==> src/rtl/mux_nto1_scan.sv <==
// Registered N:1 multiplexer with manual select and an auto-scan mode.
// In scan mode each channel is held for DWELL enabled cycles before the next one.
module mux_nto1_scan #(
  parameter int WIDTH = 8,
  parameter int NCH   = 4,
  parameter int SELW  = 2,
  parameter int DWELL = 4
) (
  input  logic                 clk,
  input  logic                 rst_n,
  input  logic [NCH*WIDTH-1:0] din,
  input  logic                 en,
  input  logic                 mode,
  input  logic [SELW-1:0]      sel,
  output logic [WIDTH-1:0]     y,
  output logic                 y_valid,
  output logic [SELW-1:0]      ch_out,
  output logic                 sel_err,
  output logic                 wrap
);

  localparam int DW    = (DWELL > 1) ? $clog2(DWELL) : 1;
  localparam int NSLOT = 2 ** SELW;
  localparam logic [SELW-1:0] LAST_CH    = SELW'(NCH - 1);
  localparam logic [DW-1:0]   LAST_DWELL = DW'(DWELL - 1);

  typedef enum logic {S_MAN, S_SCAN} state_t;

  state_t           state, state_nxt;
  logic [SELW-1:0]  ch, ch_nxt, cur_ch;
  logic [DW-1:0]    dwell, dwell_nxt, cur_dwell;
  logic [WIDTH-1:0] y_nxt;
  logic             y_valid_nxt, sel_err_nxt, wrap_nxt, sel_ok;
  logic [SELW-1:0]  ch_out_nxt;
  logic [WIDTH-1:0] chans [NSLOT];

  // Unused select slots read as zero so every index of the table is defined.
  for (genvar k = 0; k < NSLOT; k++) begin : g_slot
    if (k < NCH) begin : g_used
      assign chans[k] = din[k*WIDTH +: WIDTH];
    end else begin : g_pad
      assign chans[k] = '0;
    end
  end

  assign sel_ok = ({{(32-SELW){1'b0}}, sel} < 32'(NCH));

  always_ff @(posedge clk or negedge rst_n) begin
    if (!rst_n) begin
      state   <= S_MAN;
      ch      <= '0;
      dwell   <= '0;
      y       <= '0;
      y_valid <= 1'b0;
      ch_out  <= '0;
      sel_err <= 1'b0;
      wrap    <= 1'b0;
    end else begin
      state   <= state_nxt;
      ch      <= ch_nxt;
      dwell   <= dwell_nxt;
      y       <= y_nxt;
      y_valid <= y_valid_nxt;
      ch_out  <= ch_out_nxt;
      sel_err <= sel_err_nxt;
      wrap    <= wrap_nxt;
    end
  end

  always_comb begin
    state_nxt = state;
    if (en) state_nxt = mode ? S_SCAN : S_MAN;
  end

  // The entry edge into scan already serves channel 0 as its first dwell cycle.
  // Being in scan with both counters at zero only happens right after a wrap.
  always_comb begin
    y_nxt       = y;
    y_valid_nxt = y_valid;
    ch_out_nxt  = ch_out;
    sel_err_nxt = sel_err;
    wrap_nxt    = 1'b0;
    ch_nxt      = ch;
    dwell_nxt   = dwell;
    cur_ch      = (state == S_SCAN) ? ch : '0;
    cur_dwell   = (state == S_SCAN) ? dwell : '0;
    if (en) begin
      if (state_nxt == S_SCAN) begin
        y_nxt       = chans[cur_ch];
        y_valid_nxt = 1'b1;
        ch_out_nxt  = cur_ch;
        sel_err_nxt = 1'b0;
        wrap_nxt    = (state == S_SCAN) && (ch == '0) && (dwell == '0);
        if (cur_dwell == LAST_DWELL) begin
          dwell_nxt = '0;
          ch_nxt    = (cur_ch == LAST_CH) ? '0 : cur_ch + 1'b1;
        end else begin
          dwell_nxt = cur_dwell + 1'b1;
          ch_nxt    = cur_ch;
        end
      end else begin
        ch_nxt    = '0;
        dwell_nxt = '0;
        if (sel_ok) begin
          y_nxt       = chans[sel];
          y_valid_nxt = 1'b1;
          ch_out_nxt  = sel;
          sel_err_nxt = 1'b0;
        end else begin
          y_valid_nxt = 1'b0;
          sel_err_nxt = 1'b1;
        end
      end
    end
  end

endmodule

==> config.mk <==
export PLATFORM = sky130hd
export DESIGN_NAME = mux_nto1_scan
export DESIGN_NICKNAME = d
export VERILOG_FILES = /design/src/rtl/mux_nto1_scan.sv
export SDC_FILE = /design/constraint.sdc
export NUM_CORES = 1
export LEC_CHECK = 0
export CORE_ASPECT_RATIO = 1.25
export CORE_MARGIN = 1.5
export CORE_UTILIZATION = 30
export CTS_CLUSTER_SIZE = 40
export DETAILED_ROUTE_END_ITERATION = 6
export PLACE_DENSITY = 0.66
export SLEW_MARGIN = 25
export SYNTH_ARGS = -nofsm -noshare
export SYNTH_HDL_FRONTEND = slang
export SYNTH_SLANG_ARGS = --single-unit
==> constraint.sdc <==
create_clock -name clk -period 2.8 [get_ports clk]
set_clock_uncertainty 0.1 [all_clocks]
set_input_delay 0.84 -clock clk [delete_from_list [all_inputs] [get_ports clk]]
set_output_delay 0.84 -clock clk [all_outputs]
set_load 0.1 [all_outputs]
==> flow_summary.yaml <==
outcome:
  outcome: "completed"
power_and_ir_drop:
  ir_worst_vdd_mv: 0.156
  p_int_mw: 0.489
  p_comb_share_pct: 42.4
  power_mw: 0.824
  seq_power_share_pct: 34.0
  power_leakage_nw: 0.771
  p_clk_share_pct: 23.6
  powerDensity_nw_per_um2: 439
  p_sw_mw: 0.335
  power.share.switching_pct: 40.6
timing:
  clock.fmax_ghz: 0.435
  whs_ps: 380
  maxSlewViolCount: 0
  hold_viol: 0
  setup_viol: 0
  finalCritPeriodShare_pct: 82.1
  tns_ps: 0
  max_slew.worst_pin.slew_ps: 727
  rsz0062_at_grt: "no"
  period_needed_ps: 2300
  relSlewSlack_pct: 51.5
clock_network:
  h-tree-depth: 1
  post_cts_buffers: 0
  path_clk_slew_ps: 80
  holdBufCountCts: 0
  clock_path_buffers: 2
  cts_sinks: 17
  clk_latency_ps: 260
  cts_root_buf: "clkbuf_8"
  numCtsBuffers: 3
  cts_tree: "yes"
  ctsResizeCount: 0
detailed_routing:
  routed_wl_mm: 3.36
  ant_nets: 0
  drt_iter0_drc: 85
  via_per_inst: 4.99
  remaining_drc_errors: 0
  drt_first_pass_iters: 4
  wl_per_cell_um: 13.5
  dr_total_vias: 1243
synthesis:
  syn_area_um2: 1340
  ys_ff_latch: 17
  synth_top_area_share_pct: 31.8
  synth_common_cells: "dfrtp_1, mux2i_1, inv_1, a21oi_1, nor2_1"
  ys_seq_area_share_pct: 31.8
  async_flop_share_pct: 100
  synthCells: 147
  synth_edf_count: 0
  synth_cell_types: 34
  ys_warn_count: 0
  synth_area_leaders: "dfrtp_1, mux2i_1, mux4_2, inv_1, a21oi_1"
  postSynthAreaPerCell_um2: 9.09
  syn-num-nets: 186
  synth_area_leader_cell: "dfrtp_1"
  ys.flop_type: "dfrtp_1"
critical_path:
  r2r_slack_ps: 910
  arrival_ps: 2330
  reg2reg_depth: 4
  endpoint_kind: "flop"
  cp.required_ps: 2830
  startpoint_type: "primary input"
  cp-startpoint: "sel[0]"
  critPathMaxFanout: 7
  timing.rr.end: "y[5]"
  setup.worst_path.class: "in2reg"
  critical_path.reg2reg.startpoint: "ch[1]"
floorplan:
  core_um2: 4200
  io_pins: 51
  num_rows: 26
  start_util_pct: 31.8
  die_w_um: 62.7
  floorplan.die_area_um2: 4870
  die_y_um: 77.6
cells_and_area:
  finalNetCount: 233
  final_area_um2: 1880
  layout.cells.non_filler: 249
  num_antenna_cells: 0
  final_layout_size_suffix_gt1_share_pct: 16.1
  fill_cells: 406
  area_delta_synth_final_pct: 40.4
placed_design:
  dpl_cell_area_um2: 1830
  io_buffers: 49
  dp.final_hpwl_mm: 2.54
  dp_cells: 245
  gp_congestion: 0.854
flow_run:
  maxCapViolCount: 0
grt:
  grt_pass1_vias: 1225
  overflow: 0
  grt_pass1_wl_mm: 5.71
  grt_max_degree: 20
  grt_antenna_before_repair: 0
  track_usage_pct: 14.8
min_path:
  hp-start: "y_valid"
  min-delay-path-class: "reg2reg"
  hold_path_depth: 1
  hold-path-endpoint: "y_valid"
## worst max path at each step
| stage | end | slack [ps] | cells past startpoint |
|---|---|---|---|
| global placement | y[1] | 230 | 4 |
| floorplan | y[1] | 850 | 4 |
| CTS | y[1] | 480 | 4 |
| finish | y[1] | 500 | 4 |
| global route | y[1] | 400 | 4 |
| detailed placement | y[1] | 210 | 4 |
## routing by layer
metal  global-route usage [%]  part of all wire, %  vias to the layer above  wire, µm
li1                         -                    -                      616         -
met1                     18.5                   42                      575      1420
met2                     25.3                   50                       50      1690
met3                     2.17                  6.3                        2       213
met4                     6.44                  1.0                        0        34
met5                        0                    0                        -         0
## critical path: stages
cell	delay [ps]
clkdlybuf4s50_1	720
mux4_2	550
mux2i_1	140
a21oi_1	80
## cells in the final DEF, fill, tap and decap left out
cell type | synthesis | final
o221ai_1 | 3 | 3
a21oi_1 | 9 | 9
clkinvlp_4 | 0 | 1
a22oi_1 | 3 | 3
mux2_2 | 1 | 1
or2_2 | 1 | 1
o21ai_0 | 7 | 7
buf_4 | 2 | 18
a31oi_1 | 2 | 2
nor4bb_1 | 1 | 1
nor3b_1 | 1 | 1
o211ai_1 | 3 | 3
and2_4 | 1 | 1
dfrtp_1 | 17 | 17
nand3_1 | 7 | 7
clkbuf_8 | 0 | 3
nand2b_1 | 5 | 5
nand3b_1 | 2 | 2
o22ai_1 | 2 | 2
o21ai_1 | 1 | 1
nor4_1 | 1 | 1
a222oi_1 | 4 | 4
conb_1 | 1 | 1
clkdlybuf4s50_1 | 0 | 37
a211oi_1 | 1 | 1
o21ai_2 | 1 | 1
ha_1 | 1 | 1
inv_1 | 16 | 16
xnor2_1 | 1 | 1
nand2_1 | 5 | 5
nor2b_1 | 6 | 6
mux4_2 | 5 | 5
nor2_1 | 9 | 9
mux2i_1 | 17 | 17
## area by class of cell
cell class                 count  area, µm²  area share [%]
sequential                    17        425            22.7
clock buffer                   3       41.3            2.20
timing repair buffer          55        505            26.9
tap                           56       70.1            3.73
clock inverter                 1       7.51           0.400
inverter                      16       60.1            3.20
multi-input combinational    101        767            40.9
## power groups by stage
stage	clock (mW)	combinational, mW	sequential [mW]
floorplan	0	0.0959	0.422
finish	0.194	0.349	0.281
global route	0.211	0.369	0.284
CTS	0.196	0.351	0.281
detailed placement	0	0.350	0.286
global placement	0	0.347	0.286
## cells by family (layout without fill, tap and decap cells)
group | Yosys count | count (layout) | share of synthesized area (%)
flops | 17 | 17 | 31.8
simple gates | 39 | 39 | 15.7
mux | 23 | 23 | 22.0
buf+inv | 29 | 75 | 10.8
compound gates | 36 | 36 | 17.8
fa+ha+maj | 1 | 1 | 0.936
other cells | 1 | 1 | 0.281
xor+xnor | 1 | 1 | 0.656
## sequential cells by signal, summed over array words and instances (netlist names)
signal   cells
state        1
ch           2
ch_out       2
y            8
y_valid      1
dwell        2
wrap         1
## through the flow
| stage | setup WS (ps) | utilization [%] |
|---|---|---|
| final | 502 | 44.7 |
| after global routing | 398 | 44.7 |
| after CTS | 482 | 44.7 |
| after detailed placement | 208 | 43.6 |
| after global placement | 233 | 43.6 |
| after floorplan | 847 | - |
No activity file was read; power rests on OpenSTA's default activity.
